File: src/rtl/led_status_arbiter.sv
// Shares one tri-colour LED between N_REQ fixed-priority status requesters,
// with a minimum display hold time and optional per-requester blinking.
module led_status_arbiter #(
  parameter int unsigned N_REQ       = 4,
  parameter int unsigned PRESCALE    = 2000000,
  parameter int unsigned HOLD_TICKS  = 50,
  parameter int unsigned BLINK_TICKS = 25
) (
  input  logic                 clk_200,
  input  logic                 reset,
  input  logic [N_REQ-1:0]     req,
  input  logic [3*N_REQ-1:0]   req_color,
  input  logic [N_REQ-1:0]     req_blink,
  output logic [N_REQ-1:0]     grant,
  output logic                 busy,
  output logic                 led_red,
  output logic                 led_green,
  output logic                 led_blue
);

  localparam int unsigned TW = (PRESCALE > 1)    ? $clog2(PRESCALE)       : 1;
  localparam int unsigned HW = (HOLD_TICKS > 0)  ? $clog2(HOLD_TICKS + 1) : 1;
  localparam int unsigned BW = (BLINK_TICKS > 1) ? $clog2(BLINK_TICKS)    : 1;

  typedef enum logic {IDLE, SHOW} state_t;

  state_t          state;
  state_t          state_next;
  logic            load;

  logic [TW-1:0]   tick_cnt;
  logic            tick;

  logic [N_REQ-1:0] win_oh;
  logic [2:0]      win_color;
  logic            win_blink;
  logic            any_req;

  logic [HW-1:0]   hold_cnt;
  logic            hold_expired;
  logic [BW-1:0]   blink_cnt;
  logic            phase;
  logic [2:0]      color_q;
  logic            blink_q;

  // Free-running tick prescaler; deliberately not restarted on grant.
  always_ff @(posedge clk_200) begin
    if (reset) begin
      tick_cnt <= '0;
    end else if (tick) begin
      tick_cnt <= '0;
    end else begin
      tick_cnt <= tick_cnt + TW'(1);
    end
  end

  assign tick = (tick_cnt == TW'(PRESCALE - 1));

  // Lowest index wins.
  always_comb begin
    win_oh    = '0;
    win_color = '0;
    win_blink = 1'b0;
    any_req   = |req;
    for (int unsigned i = 0; i < N_REQ; i++) begin
      if (req[i] && (win_oh == '0)) begin
        win_oh[i] = 1'b1;
        win_color = req_color[3*i +: 3];
        win_blink = req_blink[i];
      end
    end
  end

  assign hold_expired = (hold_cnt == '0);

  always_ff @(posedge clk_200) begin
    if (reset) begin
      state <= IDLE;
    end else begin
      state <= state_next;
    end
  end

  always_comb begin
    state_next = state;
    load       = 1'b0;
    case (state)
      IDLE: begin
        if (any_req) begin
          state_next = SHOW;
          load       = 1'b1;
        end
      end
      SHOW: begin
        if (hold_expired) begin
          if (!any_req) begin
            state_next = IDLE;
          end else if (win_oh != grant) begin
            load = 1'b1;
          end
        end
      end
    endcase
  end

  // A same-winner stay keeps the old latch and counters running untouched.
  always_ff @(posedge clk_200) begin
    if (reset) begin
      grant     <= '0;
      color_q   <= '0;
      blink_q   <= 1'b0;
      hold_cnt  <= '0;
      blink_cnt <= '0;
      phase     <= 1'b0;
    end else if (load) begin
      grant     <= win_oh;
      color_q   <= win_color;
      blink_q   <= win_blink;
      hold_cnt  <= HW'(HOLD_TICKS);
      blink_cnt <= '0;
      phase     <= 1'b1;
    end else if (state_next == IDLE) begin
      grant <= '0;
    end else if (tick) begin
      if (hold_cnt != '0) begin
        hold_cnt <= hold_cnt - HW'(1);
      end
      if (blink_cnt == BW'(BLINK_TICKS - 1)) begin
        blink_cnt <= '0;
        phase     <= ~phase;
      end else begin
        blink_cnt <= blink_cnt + BW'(1);
      end
    end
  end

  always_comb begin
    busy = (state == SHOW);
    {led_red, led_green, led_blue} = '0;
    if ((state == SHOW) && (phase || !blink_q)) begin
      {led_red, led_green, led_blue} = color_q;
    end
  end

endmodule

File: config.mk
export PLATFORM = sky130hd
export DESIGN_NAME = led_status_arbiter
export DESIGN_NICKNAME = d
export VERILOG_FILES = /design/src/rtl/led_status_arbiter.sv
export SDC_FILE = /design/constraint.sdc
export NUM_CORES = 1
export LEC_CHECK = 0
export ABC_CLOCK_PERIOD_IN_PS = 2400
export CELL_PAD_IN_SITES_DETAIL_PLACEMENT = 1
export CELL_PAD_IN_SITES_GLOBAL_PLACEMENT = 1
export CORE_AREA = 2 2 75 77
export CTS_BUF_LIST = sky130_fd_sc_hd__clkbuf_4
export DETAILED_ROUTE_END_ITERATION = 8
export DIE_AREA = 0 0 77 79
export PLACE_DENSITY = 0.92
export SYNTH_ARGS = -nofsm -noshare
export SYNTH_HDL_FRONTEND = slang
export SYNTH_SLANG_ARGS = --single-unit
File: constraint.sdc
create_clock -name clk_200 -period 2.4 [get_ports clk_200]
set_clock_uncertainty 0.1 [all_clocks]
set_input_delay 0.36 -clock clk_200 [delete_from_list [all_inputs] [get_ports clk_200]]
set_output_delay 0.36 -clock clk_200 [all_outputs]
set_load 0.005 [all_outputs]
==> metrics.log, run 1 <==
INFO  metric most_common_cell_after_layout_fill_and_taps_aside = sky130_fd_sc_hd__dfxtp_1
INFO  metric hold_path.class = flip-flop to flip-flop
INFO  metric grt_util_met1 = 0.228
INFO  metric global_route.usage.met2 = 0.354
INFO  metric post_cts_sizing = 0
INFO  metric detailedPlacementHpwl = ~4.3 mm
INFO  metric synth.avg_cell_area = around 9 um2
INFO  metric async_flop_share = 0
INFO  metric synth-seq-area-share = 0.382
INFO  metric largest_net_degree_at_the_start_of_global_routing = 21
INFO  metric finalMaxSlewViolations = 0
INFO  metric worst_reg2reg_endpoint = blink_cnt[2]
INFO  metric syn-instance-count = ~250
INFO  metric leakagePower = ~0.95 nW
INFO  metric setup_repair_after_global_routing_missed_its_margin = false
INFO  metric final_hold_viols = 0
INFO  metric antenna_found_initial = 0
INFO  metric grt_pass1_wl = roughly 9.5 mm
INFO  metric postRouteWirelength = roughly 5.5 mm
INFO  metric gpl_wtd_cong = just under 0.8
INFO  metric synth_seq_cells = between 40 and 50
INFO  metric critical_path.startpoint = busy
INFO  metric drv.max_cap_violation_count = 0
INFO  metric worst_setup_hold_path_clk_slew = between 0.1 and 0.15 ns
INFO  metric worst-endpoint-required = 1.94 ns
INFO  metric finalSetupTns = 0 ns
INFO  metric setup_viol_count_final = 0
INFO  metric crit_path_end = led_red
INFO  metric global_route.peak_usage_layer = met2
INFO  metric io-pin-count = 30
INFO  metric shortest_period_the_worst_path_allows = between 2 and 2.5 ns
INFO  metric f_max = around 460 MHz
INFO  metric coreArea = roughly 5300 um2
INFO  metric total_die_area = between 6000 and 7000 um2
INFO  metric synth_fp_nets = 275
INFO  metric status = complete, no violations
INFO  metric critical_path_buf_inv_count = 1
INFO  metric drt_iter0_markers = 97
INFO  metric cts.repair_timing.setup_buffer_count = 0
INFO  metric tritoncts = done
INFO  metric synth_enable_flop_cells = 0
INFO  metric r2r_setup_slack = ~0.25 ns
INFO  metric vias_after_detailed_routing = around 2000
INFO  metric h-tree-depth = 2
INFO  metric clockBufferDepth = 2
INFO  metric yosysWarnings = 0
INFO  metric critical_path_depth = 3
INFO  metric die_width = a little under 80 um
INFO  metric longest_individual_stage_delay_on_the_worst_path = about 0.52 ns
INFO  metric layout_common_cells = sky130_fd_sc_hd__dfxtp_1 (42), sky130_fd_sc_hd__nor2_1 (29), sky130_fd_sc_hd__clkdlybuf4s50_1 (29)
INFO  metric share_of_the_cycle_needed_by_the_critical_path_after_routing = 0.911
INFO  metric avgRoutedWirePerCell = approximately 15 um
INFO  metric finish.cell_count_without_fillers = around 370
INFO  metric std_cell_rows = 27
INFO  metric critical_path_cell_by_cell = o21ai_0 -> nor2_1 -> clkdlybuf4s50_1
INFO  metric first_global_vias = a little over 2000
INFO  metric crit_arrival = around 1.7 ns
INFO  metric whs_path_depth = 2
INFO  metric timing_worst_slew_pin_value = 0.592 ns
INFO  metric antenna_cells_inserted = 0
INFO  metric crit_path_top_delay_cell = sky130_fd_sc_hd__clkdlybuf4s50_1
INFO  metric grt_util_all_layers = 0.194
INFO  metric route.detailed.vias_per_inst = between 5 and 6
INFO  metric placedInstanceArea = 2670 um2
INFO  metric tritoncts_sink_count = 42
INFO  metric grtUsageMet3 = 0.0432
INFO  metric worstSetupStartpointType = flip-flop
INFO  metric cts_hold_buffers = 0
INFO  metric regToRegStartpoint = tick_cnt[13]
INFO  metric maximum_ir_drop_on_the_vdd_rail = ~0.29 mV
INFO  metric rr_worst_depth = 5
INFO  metric placement.io_buffers = 29
INFO  metric end_kind = output port
INFO  metric relSlewSlack = 0.601
INFO  metric residual_drc = 0
INFO  metric globalRoute.totalOverflow = 0
INFO  metric post_route_cells_drive_above_1_share = 0.123
INFO  metric whs = about 0.37 ns
INFO  metric cts_buffers = 5
INFO  metric fill_cell_count = 668
INFO  metric yosys_most_used_dff = sky130_fd_sc_hd__dfxtp_1
INFO  metric pwr_density_cell = 520 nW/um2
INFO  metric layout.cell_area.non_filler = approximately 2800 um2
INFO  metric first_pass_iters = 4
INFO  metric worstSetupPathType = flip-flop to output port
INFO  metric synthDistinctLibCells = 45
INFO  metric finish.utilization = 0.515
INFO  metric fp.dieH = between 70 and 80 um
INFO  metric floorplan.initialDensity = 0.413
INFO  metric clk_latency = roughly 0.36 ns
INFO  metric path_max_fanout = 7
INFO  metric mappedNetlistArea = about 2200 um2
INFO  metric ant_nets = 0
INFO  metric syn2layout_area_growth = 24.9%
INFO  metric path_delay_family = buffers and inverters
INFO  metric final_net_count = ~320
INFO  metric place.detailed.instances = between 300 and 400
INFO  metric root_buffer = sky130_fd_sc_hd__clkbuf_4
metrics by stage:
step / power (mW) / worst slack (ns)
after floorplan: 0.872 / 0.401
after global placement: 0.964 / 0.0501
after detailed placement: 0.978 / -0.0722
after CTS: 1.45 / 0.178
after global routing: 1.50 / 0.0871
final: 1.43 / 0.213
cell type report:
type,instances,area [um2],share of cell area
clock buffer,6,45.0,0.0164
clock inverter,2,37.5,0.0136
inverter,14,52.6,0.0191
multi-input combinational,184,1270,0.463
sequential,42,841,0.306
tap,72,90.1,0.0327
timing repair buffer,45,410,0.149
worst min-delay path by stage:
stage,start,end
2_1_floorplan,blink_q,blink_q
3_3_place_gp,blink_q,blink_q
3_5_place_dp,blink_q,blink_q
4_1_cts,blink_q,blink_q
5_1_grt,color_q[0],color_q[0]
6_report,blink_q,blink_q
state kept, by name, indices dropped and copies added (netlist names):
signal / count
blink_cnt: 5
blink_q: 1
busy: 1
color_q: 3
grant: 4
hold_cnt: 6
phase: 1
tick_cnt: 21
logic make-up (layout without fill, tap and decap cells):
kind of cell             Yosys count  in the layout  share of synthesized area
AO/OA/AOI/OAI                     41             41                      0.134
XOR/XNOR                          26             26                      0.103
adder cells (fa/ha/maj)            5              5                     0.0284
buffers and inverters             22             67                     0.0392
flip-flops                        42             42                      0.382
multiplexers                       4              4                     0.0182
AND/OR/NAND/NOR                  108            108                      0.295
layer usage:
layer	vias to the layer above	wire, um
met4	0	64
met5	-	0
met1	982	2390
met3	5	149
met2	29	2910
li1	990	-
cells in the mapped netlist (4+ instances only):
cell type / n / area share
sky130_fd_sc_hd__nor4_1: 4 / 0.011
sky130_fd_sc_hd__nor2_1: 29 / 0.049
sky130_fd_sc_hd__dfxtp_1: 42 / 0.38
sky130_fd_sc_hd__nor3_1: 11 / 0.025
sky130_fd_sc_hd__inv_1: 14 / 0.024
sky130_fd_sc_hd__a22oi_1: 8 / 0.027
sky130_fd_sc_hd__nand3_1: 12 / 0.027
sky130_fd_sc_hd__xor2_1: 15 / 0.060
sky130_fd_sc_hd__a211oi_1: 7 / 0.024
sky130_fd_sc_hd__xnor2_1: 11 / 0.044
sky130_fd_sc_hd__clkbuf_1: 5 / 0.0085
sky130_fd_sc_hd__nand2_1: 9 / 0.015
sky130_fd_sc_hd__or3_1: 4 / 0.011
sky130_fd_sc_hd__mux2i_1: 4 / 0.018
sky130_fd_sc_hd__ha_1: 5 / 0.028
sky130_fd_sc_hd__o21ai_0: 11 / 0.025
sky130_fd_sc_hd__nand4_1: 12 / 0.034
tightest hold or removal path, stage by stage (launching register included):
cell and delay (ns):
sky130_fd_sc_hd__dfxtp_1 0.32, sky130_fd_sc_hd__inv_1 0.06, sky130_fd_sc_hd__a211oi_1 0.06
power by group:
group / internal, mW / switching, mW / total, mW
Sequential: 0.723 / 0.0196 / 0.742
Combinational: 0.107 / 0.111 / 0.218
Clock: 0.231 / 0.238 / 0.470
Power figures use the tool's default switching activity.
==> inputs of run 2 (changes only) <==
--- a/config.mk
+++ b/config.mk
@@ -6,12 +6,15 @@
 export NUM_CORES = 1
 export LEC_CHECK = 0
 export ABC_CLOCK_PERIOD_IN_PS = 2400
+export CAP_MARGIN = 10
 export CELL_PAD_IN_SITES_DETAIL_PLACEMENT = 1
 export CELL_PAD_IN_SITES_GLOBAL_PLACEMENT = 1
 export CORE_AREA = 2 2 75 77
 export CTS_BUF_LIST = sky130_fd_sc_hd__clkbuf_4
+export CTS_CLUSTER_SIZE = 28
 export DETAILED_ROUTE_END_ITERATION = 8
 export DIE_AREA = 0 0 77 79
+export MAX_ROUTING_LAYER = met4
 export PLACE_DENSITY = 0.92
 export SYNTH_ARGS = -nofsm -noshare
 export SYNTH_HDL_FRONTEND = slang
==> run 2 against run 1 <==
Worst hold slack barely moved; combinational power barely moved; count of clock-buffer cells in the layout did not move; critical path type unchanged; critical endpoint unchanged; largest power group unchanged.
==> metrics.log, run 2 (same netlist as run 1, synthesis figures left out) <==
INFO  metric status = complete, no violations
INFO  metric setup_repair_after_global_routing_missed_its_margin = false
INFO  metric finalSetupTns = 0 ns (unchanged)
INFO  metric max_flop_register = tick_cnt
INFO  metric tritoncts = done
INFO  metric avgRoutedWirePerCell = 15.2 um (+0.58%)
INFO  metric gpl_wtd_cong = 0.803 (+1.4%)
INFO  metric total_die_area = 6080 um2 (unchanged)
INFO  metric cts_buffers = 5 (unchanged)
INFO  metric crit_arrival = 1.73 ns (about the same)
INFO  metric most_common_cell_after_layout_fill_and_taps_aside = sky130_fd_sc_hd__dfxtp_1
INFO  metric layout.cell_area.non_filler = 2750 um2 (unchanged)
INFO  metric root_buffer = sky130_fd_sc_hd__clkbuf_4
INFO  metric whs_path_depth = 2 (unchanged)
INFO  metric first_global_vias = 2067 (-0.048%)
INFO  metric detailedPlacementHpwl = 4.26 mm (unchanged)
INFO  metric regToRegStartpoint = tick_cnt[13]
INFO  metric worst_setup_hold_path_clk_slew = 0.13 ns (about the same)
INFO  metric floorplan.initialDensity = 0.413 (unchanged)
INFO  metric largest_register_ff_count = 21 (unchanged)
INFO  metric h-tree-depth = 2 (unchanged)
INFO  metric placedInstanceArea = 2670 um2 (unchanged)
INFO  metric biggestRegsByFlops = tick_cnt x21, hold_cnt x6, blink_cnt x5
INFO  metric die_width = 77 um (unchanged)
INFO  metric post_route_cells_drive_above_1_share = 0.123 (unchanged)
INFO  metric ant_nets = 0 (unchanged)
INFO  metric globalRoute.totalOverflow = 0 (unchanged)
INFO  metric postRouteWirelength = 5.54 mm (+0.58%)
INFO  metric final_hold_viols = 0 (unchanged)
INFO  metric drt_iter0_markers = 88 (-9.3%)
INFO  metric relSlewSlack = 0.625 (+0.0232)
INFO  metric crit_path_top_delay_cell = sky130_fd_sc_hd__clkdlybuf4s50_1
INFO  metric grt_pass1_wl = 9.47 mm (about the same)
INFO  metric io-pin-count = 30 (unchanged)
INFO  metric fp.dieH = 79 um (unchanged)
INFO  metric cts.repair_timing.setup_buffer_count = 0 (unchanged)
INFO  metric worst-endpoint-required = 1.94 ns (about the same)
INFO  metric worstSetupStartpointType = flip-flop
INFO  metric rr_worst_depth = 5 (unchanged)
INFO  metric antenna_found_initial = 0 (unchanged)
INFO  metric antenna_cells_inserted = 0 (unchanged)
INFO  metric maximum_ir_drop_on_the_vdd_rail = 0.289 mV (+0.31%)
INFO  metric drv.max_cap_violation_count = 0 (unchanged)
INFO  metric std_cell_rows = 27 (unchanged)
INFO  metric critical_path_cell_by_cell = o21ai_0 -> nor2_1 -> clkdlybuf4s50_1
INFO  metric share_of_the_cycle_needed_by_the_critical_path_after_routing = 0.913 (+0.00116)
INFO  metric design_power_total = 1.43 mW (+0.31%)
INFO  metric path_delay_family = buffers and inverters
INFO  metric whs = 0.373 ns (+0.000134 ns)
INFO  metric setup_viol_count_final = 0 (unchanged)
INFO  metric vias_after_detailed_routing = 2002 (-0.20%)
INFO  metric end_kind = output port
INFO  metric finalMaxSlewViolations = 0 (unchanged)
INFO  metric tritoncts_sink_count = 42 (unchanged)
INFO  metric residual_drc = 0 (unchanged)
INFO  metric min_delay_worst_endpoint = blink_q
INFO  metric hold_path.class = flip-flop to flip-flop
INFO  metric finish.utilization = 0.515 (unchanged)
INFO  metric syn2layout_area_growth = 24.9% (unchanged)
INFO  metric grt_util_all_layers = 0.201 (+0.00686)
INFO  metric clk_latency = 0.37 ns (about the same)
INFO  metric leakagePower = 0.950 nW (unchanged)
INFO  metric clockBufferDepth = 2 (unchanged)
INFO  metric shortest_period_the_worst_path_allows = 2.19 ns (+0.00278 ns)
INFO  metric cts_hold_buffers = 0 (unchanged)
INFO  metric hold_path_startpoint = blink_q
INFO  metric fill_cell_count = 668 (unchanged)
INFO  metric path_max_fanout = 7 (unchanged)
INFO  metric layout_common_cells = sky130_fd_sc_hd__dfxtp_1 (42), sky130_fd_sc_hd__nor2_1 (29), sky130_fd_sc_hd__clkdlybuf4s50_1 (29)
INFO  metric pwr_density_cell = 521 nW/um2 (+0.31%)
INFO  metric worstSetupPathType = flip-flop to output port
INFO  metric f_max = 457 MHz (-0.13%)
INFO  metric largest_net_degree_at_the_start_of_global_routing = 21 (unchanged)
INFO  metric coreArea = 5340 um2 (unchanged)
INFO  metric final_net_count = 319 (unchanged)
INFO  metric critical_path_buf_inv_count = 1 (unchanged)
INFO  metric worst_reg2reg_endpoint = blink_cnt[2]
INFO  metric placement.io_buffers = 29 (unchanged)
INFO  metric timing_worst_slew_pin_value = 0.558 ns (-0.0344 ns)
INFO  metric first_pass_iters = 4 (unchanged)
INFO  metric post_cts_sizing = 0 (unchanged)
INFO  metric longest_individual_stage_delay_on_the_worst_path = 0.52 ns (about the same)
INFO  metric route.detailed.vias_per_inst = 5.48 (-0.20%)
INFO  metric r2r_setup_slack = 0.25 ns (about the same)
==> run 2: where the power goes <==
| group | switching, mW | internal, mW | total [mW] |
|---|---|---|---|
| Sequential | 0.0199 | 0.723 | 0.742 |
| Combinational | 0.112 | 0.107 | 0.219 |
| Clock | 0.242 | 0.231 | 0.473 |
| Total | 0.374 | 1.06 | 1.43 |
==> run 2: metrics by stage <==
stage | setup slack [ns] | std cells
2_1_floorplan | 0.401 | 248
3_3_place_gp | 0.0501 | 357
3_5_place_dp | -0.0722 | 357
4_1_cts | 0.178 | 365
5_1_grt | 0.0778 | 365
6_report | 0.210 | 365
==> run 2: how the worst max path moves through the flow <==
stage	endpoint	depth (start not counted)	start
final	led_red	3	busy
after global routing	led_green	3	busy
after global placement	hold_cnt[1]	6	req[0]
after detailed placement	grant[0]	6	req[1]
after floorplan	blink_cnt[2]	5	tick_cnt[13]
after CTS	led_red	3	busy
==> run 2: cell type report <==
type / instances / area, um2 / share of cell area
sequential: 42 / 841 / 0.306
inverter: 14 / 52.6 / 0.0191
clock inverter: 2 / 37.5 / 0.0136
clock buffer: 6 / 45.0 / 0.0164
timing repair buffer: 45 / 410 / 0.149
tap: 72 / 90.1 / 0.0327
multi-input combinational: 184 / 1270 / 0.463
==> run 2: per-layer routing <==
metal | GRT usage | vias up | part of all wire
met3 | 0.0500 | 5 | 0.027
met5 | - | - | 0
met4 | 0.0589 | 0 | 0.011
li1 | - | 990 | -
met2 | 0.354 | 30 | 0.53
met1 | 0.228 | 977 | 0.43
==> run 2: worst min-delay path: cells and delay by family, from the launching register on <==
family | cells | cell delay [ns]
AO/OA/AOI/OAI | 1 | 0.06
flip-flops | 1 | 0.32
buffers and inverters | 1 | 0.06
==> inputs of run 3 (changes only) <==
--- a/config.mk
+++ b/config.mk
@@ -15,7 +15,7 @@
 export DETAILED_ROUTE_END_ITERATION = 8
 export DIE_AREA = 0 0 77 79
 export MAX_ROUTING_LAYER = met4
-export PLACE_DENSITY = 0.92
+export PLACE_DENSITY = 0.85
 export SYNTH_ARGS = -nofsm -noshare
 export SYNTH_HDL_FRONTEND = slang
 export SYNTH_SLANG_ARGS = --single-unit
==> run 3 against run 2 <==
Combinational power is 2% lower; total power is 7.9% lower; sequential share of layout area is 0.45 points higher; largest power group unchanged; final area is 1.5% lower; worst hold slack worse by 0.0016 ns; global-route usage is 0.23 points lower; cell count is 0.55% lower; highest routed layer unchanged.
==> metrics.log, run 3 (same netlist as run 1, synthesis figures left out) <==
INFO  metric status = complete, no violations
INFO  metric critical_path_buf_inv_count = 0 (-1)
INFO  metric crit_path_top_delay_cell = sky130_fd_sc_hd__or4b_1
INFO  metric relSlewSlack = 0.579 (-0.0453)
INFO  metric hold_path.class = flip-flop to flip-flop
INFO  metric first_pass_iters = 4 (unchanged)
INFO  metric first_global_vias = 2090 (+1.1%)
INFO  metric whs_path_depth = 2 (unchanged)
INFO  metric biggestRegsByFlops = tick_cnt x21, hold_cnt x6, blink_cnt x5
INFO  metric f_max = 457 MHz (+0.15%)
INFO  metric end_kind = flip-flop
INFO  metric max_flop_register = tick_cnt
INFO  metric largest_net_degree_at_the_start_of_global_routing = 21 (unchanged)
INFO  metric total_die_area = 6080 um2 (unchanged)
INFO  metric floorplan.initialDensity = 0.413 (unchanged)
INFO  metric clk_latency = 0.37 ns (about the same)
INFO  metric setup_viol_count_final = 0 (unchanged)
INFO  metric postRouteWirelength = 5.55 mm (+0.18%)
INFO  metric timing_worst_slew_pin_value = 0.625 ns (+0.0673 ns)
INFO  metric drv.max_cap_violation_count = 0 (unchanged)
INFO  metric io-pin-count = 30 (unchanged)
INFO  metric finish.utilization = 0.508 (-0.00750)
INFO  metric whs = 0.371 ns (-0.00160 ns)
INFO  metric crit_arrival = 2.39 ns (+0.66 ns)
INFO  metric critical_path_cell_by_cell = or4b_1 -> or4_4 -> a211oi_4 -> nand4b_1 -> a211oi_2
INFO  metric antenna_found_initial = 0 (unchanged)
INFO  metric final_hold_viols = 0 (unchanged)
INFO  metric antenna_cells_inserted = 0 (unchanged)
INFO  metric path_delay_family = simple AND/OR/NAND/NOR gates
INFO  metric drt_iter0_markers = 56 (-36%)
INFO  metric rr_worst_depth = 5 (unchanged)
INFO  metric grt_pass1_wl = 9.60 mm (+1.4%)
INFO  metric largest_register_ff_count = 21 (unchanged)
INFO  metric design_power_total = 1.32 mW (-7.9%)
INFO  metric finalMaxSlewViolations = 0 (unchanged)
INFO  metric grt_util_all_layers = 0.199 (-0.00226)
INFO  metric tritoncts = done
INFO  metric std_cell_rows = 27 (unchanged)
INFO  metric worst_setup_hold_path_clk_slew = 0.13 ns (about the same)
INFO  metric tritoncts_sink_count = 42 (unchanged)
INFO  metric regToRegStartpoint = tick_cnt[13]
INFO  metric cts_buffers = 5 (unchanged)
INFO  metric h-tree-depth = 2 (unchanged)
INFO  metric fill_cell_count = 667 (-0.15%)
INFO  metric leakagePower = 0.932 nW (-1.9%)
INFO  metric ant_nets = 0 (unchanged)
INFO  metric worstSetupPathType = flip-flop to flip-flop
INFO  metric route.detailed.vias_per_inst = 5.47 (-0.25%)
INFO  metric hold_path_startpoint = blink_q
INFO  metric coreArea = 5340 um2 (unchanged)
INFO  metric final_net_count = 317 (-0.63%)
INFO  metric finish.cell_count_without_fillers = 363 (-0.55%)
INFO  metric worstSetupStartpointType = flip-flop
INFO  metric gpl_wtd_cong = 0.817 (+1.7%)
INFO  metric share_of_the_cycle_needed_by_the_critical_path_after_routing = 0.911 (-0.00133)
INFO  metric layout_common_cells = sky130_fd_sc_hd__dfxtp_1 (42), sky130_fd_sc_hd__nor2_1 (29), sky130_fd_sc_hd__clkdlybuf4s50_1 (29)
INFO  metric clockBufferDepth = 2 (unchanged)
INFO  metric shortest_period_the_worst_path_allows = 2.19 ns (-0.00318 ns)
INFO  metric root_buffer = sky130_fd_sc_hd__clkbuf_4
INFO  metric vias_after_detailed_routing = 1986 (-0.80%)
INFO  metric syn2layout_area_growth = 23.1%
INFO  metric longest_individual_stage_delay_on_the_worst_path = 0.53 ns (about the same)
INFO  metric cts_hold_buffers = 0 (unchanged)
INFO  metric residual_drc = 0 (unchanged)
INFO  metric path_max_fanout = 5 (-2)
INFO  metric maximum_ir_drop_on_the_vdd_rail = 0.229 mV (-21%)
INFO  metric post_cts_sizing = 0 (unchanged)
INFO  metric cts.repair_timing.setup_buffer_count = 0 (unchanged)
INFO  metric r2r_setup_slack = 0.21 ns (-0.04 ns)
INFO  metric setup_repair_after_global_routing_missed_its_margin = false
INFO  metric post_route_cells_drive_above_1_share = 0.113 (-0.00946)
INFO  metric detailedPlacementHpwl = 4.23 mm (-0.73%)
INFO  metric worst_reg2reg_endpoint = blink_cnt[2]
INFO  metric avgRoutedWirePerCell = 15.3 um (+0.73%)
INFO  metric pwr_density_cell = 487 nW/um2 (-6.6%)
INFO  metric most_common_cell_after_layout_fill_and_taps_aside = sky130_fd_sc_hd__dfxtp_1
INFO  metric place.detailed.instances = 355 (-0.56%)
INFO  metric fp.dieH = 79 um (unchanged)
INFO  metric placement.io_buffers = 29 (unchanged)
INFO  metric min_delay_worst_endpoint = blink_q
INFO  metric die_width = 77 um (unchanged)
INFO  metric worst-endpoint-required = 2.60 ns (+0.66 ns)
INFO  metric globalRoute.totalOverflow = 0 (unchanged)
==> run 3: cell types whose count changed in the layout (fill, tap and decap cells not counted) <==
cell | before | now
sky130_fd_sc_hd__clkinvlp_4 | 1 | 0
sky130_fd_sc_hd__clkinv_1 | 0 | 1
sky130_fd_sc_hd__inv_6 | 0 | 1
sky130_fd_sc_hd__buf_4 | 16 | 14
sky130_fd_sc_hd__bufinv_16 | 1 | 0
==> run 3: worst reg2reg max path, stage by stage, from the launching register on <==
cell and delay (ns):
sky130_fd_sc_hd__dfxtp_1 0.38, sky130_fd_sc_hd__or4b_1 0.53, sky130_fd_sc_hd__or4_4 0.48, sky130_fd_sc_hd__a211oi_4 0.27
sky130_fd_sc_hd__nand4b_1 0.15, sky130_fd_sc_hd__a211oi_2 0.22
==> run 3: how the worst max path moves through the flow <==
| stage | from | endpoint | slack, ns | cells after the start |
|---|---|---|---|---|
| after floorplan | tick_cnt[13] | blink_cnt[2] | 0.40 | 5 |
| final | tick_cnt[13] | blink_cnt[2] | 0.21 | 5 |
| after global routing | busy | led_red | 0.10 | 3 |
| after global placement | req[1] | hold_cnt[1] | 0.05 | 6 |
| after detailed placement | req[1] | blink_cnt[3] | -0.02 | 6 |
| after CTS | busy | led_red | 0.19 | 3 |
==> run 3: cell type report <==
class / instances / area, um2 / area share
clock buffer: 6 / 45.0 / 0.0166
tap: 72 / 90.1 / 0.0332
sequential: 42 / 841 / 0.310
inverter: 14 / 52.6 / 0.0194
clock inverter: 2 / 12.5 / 0.00461
timing repair buffer: 43 / 395 / 0.146
multi-input combinational: 184 / 1270 / 0.470
==> run 3: stage by stage <==
| stage | setup WS [ns] | cell area, um2 | setup TNS (ns) |
|---|---|---|---|
| after detailed placement | -0.0197 | 2650 | -0.0474 |
| after global routing | 0.101 | 2710 | 0 |
| after CTS | 0.187 | 2710 | 0 |
| after global placement | 0.0512 | 2650 | 0 |
| final | 0.213 | 2710 | 0 |
| after floorplan | 0.401 | 2200 | 0 |
==> run 3: report_power, final <==
group          switching [mW]  internal, mW
sequential             0.0194         0.723
clock                   0.237         0.127
combinational           0.110         0.104
total                   0.367         0.954
==> run 3: metal layers <==
layer / vias up / share of wire / track usage
li1: 983 / - / -
met1: 973 / 0.44 / 0.222
met2: 22 / 0.52 / 0.358
met3: 8 / 0.030 / 0.0386
met4: 0 / 0.015 / 0.0661
met5: - / 0 / -
